[src/rtl/mmu_8722.sv]
// mmu_8722: C128 memory management unit. Holds the MMU register file,
// drives the PLA mode selects, relocates zero/stack pages and selects the
// RAM bank for CPU and VIC cycles.
module mmu_8722 #(
  parameter logic [7:0] VERSION   = 8'h20,
  parameter logic [7:0] PG1_RESET = 8'h01
) (
  input  logic        clk,
  input  logic        reset_n,
  input  logic        phi2,
  input  logic        aec,
  input  logic        rw,
  input  logic [15:0] a,
  input  logic [7:0]  din,
  output logic [7:0]  dout,
  output logic        dout_en,
  input  logic        game,
  input  logic        exrom,
  input  logic        key4080,
  output logic        ms0,
  output logic        ms1,
  output logic        ms2,
  output logic        ms3,
  output logic        z80en,
  output logic        fsdir,
  output logic [7:0]  ta,
  output logic [1:0]  ram_bank
);

  logic [7:0] r_cr;
  logic [7:0] r_pcr [0:3];
  logic       r_mcr0, r_mcr3, r_mcr6;
  logic [7:0] r_rcr;
  logic [7:0] r_p0l, r_p0h_hold, r_p1l, r_p1h_hold;
  logic [1:0] r_p0h, r_p1h;    // only the bank bits of the live high pointers matter
  logic       r_phi2_q;

  logic       w_ms3;
  logic       w_ff_sel, w_io_page, w_io_reg, w_dec, w_commit;
  logic [1:0] w_pidx;
  logic [7:0] w_page, w_mask;
  logic       w_hit, w_shared;

  assign w_ms3     = ~r_mcr6;
  assign w_page    = a[15:8];
  // $FF00-$FF04 while the MMU is visible; $D5xx only when I/O is also banked in.
  assign w_ff_sel  = w_ms3 && (w_page == 8'hFF) && (a[7:0] <= 8'h04);
  assign w_io_page = w_ms3 && !r_cr[0] && (w_page == 8'hD5);
  assign w_io_reg  = w_io_page && (a[7:0] <= 8'h0B);
  assign w_dec     = w_ff_sel || w_io_page;
  // One commit per CPU cycle: the clk edge that sees phi2 fall.
  assign w_commit  = r_phi2_q && !phi2 && !rw && aec && (w_ff_sel || w_io_reg);
  // Maps register offsets 1..4 onto PCR index 0..3.
  assign w_pidx    = a[1:0] - 2'd1;

  // Register file updates on a committed CPU write.
  always_ff @(posedge clk or negedge reset_n) begin
    if (!reset_n) begin
      r_phi2_q   <= 1'b0;
      r_cr       <= 8'h00;
      r_pcr[0]   <= 8'h00;
      r_pcr[1]   <= 8'h00;
      r_pcr[2]   <= 8'h00;
      r_pcr[3]   <= 8'h00;
      r_mcr0     <= 1'b0;
      r_mcr3     <= 1'b0;
      r_mcr6     <= 1'b0;
      r_rcr      <= 8'h00;
      r_p0l      <= 8'h00;
      r_p0h      <= 2'b00;
      r_p0h_hold <= 8'h00;
      r_p1l      <= PG1_RESET;
      r_p1h      <= 2'b00;
      r_p1h_hold <= 8'h00;
    end else begin
      r_phi2_q <= phi2;
      if (w_commit) begin
        if (w_ff_sel) begin
          // $FF01-4 are load registers: the data byte is ignored.
          if (a[3:0] == 4'h0) r_cr <= din;
          else                r_cr <= r_pcr[w_pidx];
        end else begin
          case (a[3:0])
            4'h0: r_cr <= din;
            4'h1, 4'h2, 4'h3, 4'h4: r_pcr[w_pidx] <= din;
            4'h5: begin
              r_mcr0 <= din[0];
              r_mcr3 <= din[3];
              r_mcr6 <= din[6];
            end
            4'h6: r_rcr <= din;
            // Low-pointer write takes the staged high byte in the same edge.
            4'h7: begin
              r_p0l <= din;
              r_p0h <= r_p0h_hold[1:0];
            end
            4'h8: r_p0h_hold <= din;
            4'h9: begin
              r_p1l <= din;
              r_p1h <= r_p1h_hold[1:0];
            end
            4'hA: r_p1h_hold <= din;
            default: ;
          endcase
        end
      end
    end
  end

  // Register read-back mux; unused $D5xx offsets read as $FF.
  always_comb begin
    dout = 8'hFF;
    if (w_ff_sel) begin
      if (a[3:0] == 4'h0) dout = r_cr;
      else                dout = r_pcr[w_pidx];
    end else if (w_io_page) begin
      if (a[7:4] == 4'h0) begin
        case (a[3:0])
          4'h0: dout = r_cr;
          4'h1, 4'h2, 4'h3, 4'h4: dout = r_pcr[w_pidx];
          4'h5: dout = {key4080, r_mcr6, exrom, game, r_mcr3, 1'b1, 1'b1, r_mcr0};
          4'h6: dout = r_rcr;
          4'h7: dout = r_p0l;
          4'h8: dout = r_p0h_hold;
          4'h9: dout = r_p1l;
          4'hA: dout = r_p1h_hold;
          4'hB: dout = VERSION;
          default: dout = 8'hFF;
        endcase
      end
    end
  end

  assign dout_en = rw && aec && phi2 && w_dec;

  // PLA mode selects.
  always_comb begin
    ms3   = w_ms3;
    ms2   = r_cr[0];
    z80en = r_mcr0;
    fsdir = r_mcr3;
    {ms1, ms0} = 2'b00;
    if (w_ms3) begin
      case (a[15:14])
        2'b00: {ms1, ms0} = 2'b00;
        2'b01: {ms1, ms0} = r_cr[1] ? 2'b11 : 2'b00;
        2'b10: {ms1, ms0} = {r_cr[2], r_cr[3]};
        default: {ms1, ms0} = {r_cr[4], r_cr[5]};
      endcase
    end
  end

  // Shared-RAM window as a mask on address bits 15:8.
  always_comb begin
    case (r_rcr[1:0])
      2'b00: w_mask = 8'hFC;
      2'b01: w_mask = 8'hF0;
      2'b10: w_mask = 8'hE0;
      default: w_mask = 8'hC0;
    endcase
    w_shared = (r_rcr[2] && ((w_page & w_mask) == 8'h00)) ||
               (r_rcr[3] && ((w_page & w_mask) == w_mask));
  end

  // Page relocation and bank selection; page 0 rules win over page 1.
  always_comb begin
    ta       = w_page;
    ram_bank = r_cr[7:6];
    w_hit    = 1'b0;
    if (aec && w_ms3) begin
      if ((r_p0l != 8'h00) && (w_page == 8'h00)) begin
        ta = r_p0l; ram_bank = r_p0h; w_hit = 1'b1;
      end else if ((r_p0l != 8'h00) && (w_page == r_p0l)) begin
        ta = 8'h00; ram_bank = 2'b00; w_hit = 1'b1;
      end else if (w_page == 8'h01) begin
        ta = r_p1l; ram_bank = r_p1h; w_hit = 1'b1;
      end else if (w_page == r_p1l) begin
        ta = 8'h01; ram_bank = 2'b00; w_hit = 1'b1;
      end
    end
    if (!w_hit && w_shared) ram_bank = 2'b00;
    if (!aec) ram_bank = r_rcr[7:6];
  end

endmodule

[config.mk]
export PLATFORM = sky130hd
export DESIGN_NAME = mmu_8722
export DESIGN_NICKNAME = d
export VERILOG_FILES = /design/src/rtl/mmu_8722.sv
export SDC_FILE = /design/constraint.sdc
export NUM_CORES = 1
export LEC_CHECK = 0
export CORE_MARGIN = 8
export CORE_UTILIZATION = 48
export DETAILED_ROUTE_END_ITERATION = 16
export PLACE_DENSITY_LB_ADDON = 0.12
export SETUP_SLACK_MARGIN = 0.15
export SYNTH_ARGS = -nofsm -noshare
export SYNTH_HDL_FRONTEND = slang
export SYNTH_SLANG_ARGS = --single-unit
[constraint.sdc]
create_clock -name clk -period 5.1 [get_ports clk]
set_input_delay 0.51 -clock clk [delete_from_list [all_inputs] [get_ports clk]]
set_output_delay 0.51 -clock clk [all_outputs]
set_load 0.05 [all_outputs]
==> run summary <==
• complete, no violations — run status
• 0 — remaining global-route overflow
• 0.000350 W — switching power total
• 0 — Post-CTS Hold Buffers
• dfrtp_1 — most common cell in the synthesized netlist
• 54 — Distinct cells, synth
• 0 — initial antenna violation count
• dfrtp_1, mux2_2, mux4_2 — dominant cells by area after synthesis
• 52.0% — power share of the sequential group
• 37 — standard-cell row count
• 118 µm — overall die width
• 3842 — overall via count from detail_route
• 20.6% — total routing usage reported by global routing
• 0.941 — weighted congestion reported at the end of routability-driven placement
• 2.60 nW — leakage power total
• 0.00220 mm² — register cell area after layout
• output pin — nature of the critical path endpoint
• 0 — post-detailed-route DRC marker count
• 10.3% — combinational share of power
• 0.00560 mm² — placed standard-cell area
• 14100 µm — total detailed-routing wirelength
• dfrtp_1 — primary flip-flop cell chosen by synthesis mapping
• 0.00258 mm² — area of the multi-input gates
• 0.0138 mm² — die footprint
• 89 — largest net degree at the start of global routing
• 0.000992 W — Cell Int Power
• 2 — Clock Tree Buf Depth
• 22.9 µm — post-DR wirelength/cell
• 0.00580 mm² — area of all placed cells without fillers
• 0 — post-cts sizing count
• 118 µm — vertical die dimension
• 6 — Detailed Routing Iterations Pass 1
• 11.4 µm² — average cell area after synthesis
• 0 — post-CTS setup buffer count
• clkdlybuf4s50_1 — most frequent CP cell
• 0.163 mV — highest ir drop seen on vdd
• 37.7% — clock group share of total power
• 22500 µm — first-pass GRT wire length
• 26.1% — switching fraction of total power
• 11 — maximum fanout count along the critical path
• 0.36 ns — clock insertion delay at the later pin of the skew report
• 229 MHz — highest attainable clock frequency
• 57.0% — Core Util, Final
• 85.5% — ratio of final minimum period to clock period
• dfrtp_1 — post-synthesis cell type with the largest combined area
• 3878 — number of global-route vias before repair
• 4.59 ns — required arrival time at the worst endpoint
• 88 — Seq cells post-synth
• 28.5% — worst relative slew slack
• 231 mW/mm² — pwr/cell area
• 880 — fillcell total
• done — CTS tree
• 0.09 ns — clock slew seen by the registers of the worst setup and hold paths
• in2async — Hold/Removal Path Class
• 0 — max-cap check violation count
• in2out — critical path class
• 0 — number of failing setup endpoints in the final timing report
• 0.83 ns — delay contributed by the slowest stage of the critical path
• 0 — Synthesis Warnings
• 0.00736 ns — clock tree skew after final layout
• 1.07 ns — actual slew at the worst max-slew pin
• 44.0% — area share of the largest cell type after synthesis
• 470 — Synth Net Count
• 6.23 — detailed-route vias per instance
• 17.1% — Layout Area Growth over Synthesis
• 24.1% — ratio of cells with drive above 1 in the final layout
• 10400 µm — HPWL Detailed
• 0.00495 mm² — Cell Area, Synth
• 44.5% — Seq/Total Area, Yosys
• 0.00134 W — final total power
• 322 — number of violations reported at the end of detailed-routing iteration 0
• 0 — number of hold violations in the final report
• 0 — final antenna-violating net count
• 617 — Cell Count, Final, Fillers Out
• 100% — fraction of synthesis flops using an asynchronous set or reset pin
• 0 ns — accumulated negative setup slack
• 601 — DP Cell Count
• 0 — Antenna Cells
• 88 — count of clock tree sinks
• 3.85 ns — Arrival @ worst endpoint
• a[1] — launch point of the worst path
• clkdlybuf4s50_1 > inv_1 > ha_1 > nor2b_4 > or3_1 > nor4_2 > and2_1 > a21oi_1 > o21ai_0 > clkdlybuf4s50_1 — cell-by-cell listing of the critical path
• 57 — Boundary Pins
• primary input — type of origin of the critical path
• 3 — number of H-tree branching levels
• dfrtp_1, mux2_2, a21oi_1 — top post-synthesis cells by count
• 0 — count of flip-flops with a built-in enable after synthesis
• 433 — post-synthesis instance total
• 4.36 ns — minimum period implied by the final worst setup slack
• clkdlybuf4s50_1 — slowest stage cell, crit path
• 48.6% — initial standard-cell utilization of the core
• 56 — I/O Buffers
• clkbuf_8 — buffer type at the clock tree root
• 9 — number of CTS-inserted buffers
• 0.0102 mm² — core region area
• 0 — number of max-slew violations in the final report
• no — RSZ-0062 raised after global routing
• r_mcr6 — r2r startpoint
• 513 — NumNets Final
-- critical path, delay by kind of cell --
kind            cells  cell delay, ns
fa+ha+maj           1            0.46
buf+inv             3            1.42
simple gates        4            1.30
compound gates      2            0.14
-- registers in the layout (all words and copies together), names as in the netlist --
register    count
r_p1l           8
r_p1h           2
z80en           1
fsdir           1
r_phi2_q        1
r_p1h_hold      8
r_pcr          32
r_rcr           8
r_mcr6          1
r_p0l           8
r_p0h           2
r_cr            8
r_p0h_hold      8
-- power groups by stage --
stage	Sequential, W	Combinational, W	Clock (W)
floorplan	0.000712	0.0000725	0
global placement	0.000711	0.000138	0
detailed placement	0.000711	0.000139	0
CTS	0.000698	0.000139	0.000512
global route	0.000698	0.000150	0.000543
finish	0.000698	0.000139	0.000506
-- final timing paths --
path	slack, ns	to	depth (start not counted)
min in group clk	0.51	r_pcr[30]	1
max in group asynchronous	4.09	r_pcr[1]	1
hold reg to reg	0.51	r_pcr[30]	1
setup reg to reg	2.62	r_cr[1]	6
hold / removal	0.34	r_p1l[1]	1
setup / recovery	0.74	dout[7]	10
-- cells in the final DEF, fill, tap and decap left out, types with 6 or more instances in the layout --
cell,netlist,final
a211o_1,6,6
a21oi_1,27,27
a222oi_1,11,11
a22oi_1,11,11
and2_1,7,7
buf_4,0,6
clkbuf_8,0,10
clkdlybuf4s50_1,0,55
dfrtp_1,87,87
inv_1,12,12
mux2_2,77,77
mux2i_1,8,8
mux4_2,8,8
nand2_1,24,24
nor2_1,11,11
nor4_1,12,12
o21ai_0,10,10
o22ai_1,7,7
o2bb2ai_1,7,7
xor2_1,16,16
-- metrics by stage --
step / hold WS, ns / setup WS (ns)
global route: 0.434 / 0.463
global placement: 0.476 / 0.790
CTS: 0.374 / 0.732
finish: 0.338 / 0.739
detailed placement: 0.488 / 0.742
floorplan: 0.214 / 1.22
-- cell type report --
| cell class | instances | area share (%) |
|---|---|---|
| inverters | 12 | 0.776 |
| well taps | 136 | 2.93 |
| flip-flops and latches | 88 | 38.0 |
| multi-input cells | 304 | 44.5 |
| clock inverters | 5 | 1.10 |
| repair buffers | 61 | 10.3 |
| clock buffers | 11 | 2.44 |
-- metal layers --
layer	track usage, %	up-vias	wire length [µm]
met5	0	-	0
met4	9.37	0	408
met3	2.83	30	672
met2	31.0	122	6360
met1	28.8	1960	6690
li1	-	1730	-
-- kinds of logic (layout without fill, tap and decap cells) --
kind of cell	Yosys count	in the layout	synth area share, %
AO/OA/AOI/OAI	100	100	14.7
multiplexers	94	94	23.0
AND/OR/NAND/NOR	89	89	10.4
flip-flops	88	88	44.5
buffers and inverters	41	89	3.38
XOR/XNOR	16	16	2.83
adder cells (fa/ha/maj)	5	5	1.26
No activity file was read; power rests on OpenSTA's default activity.
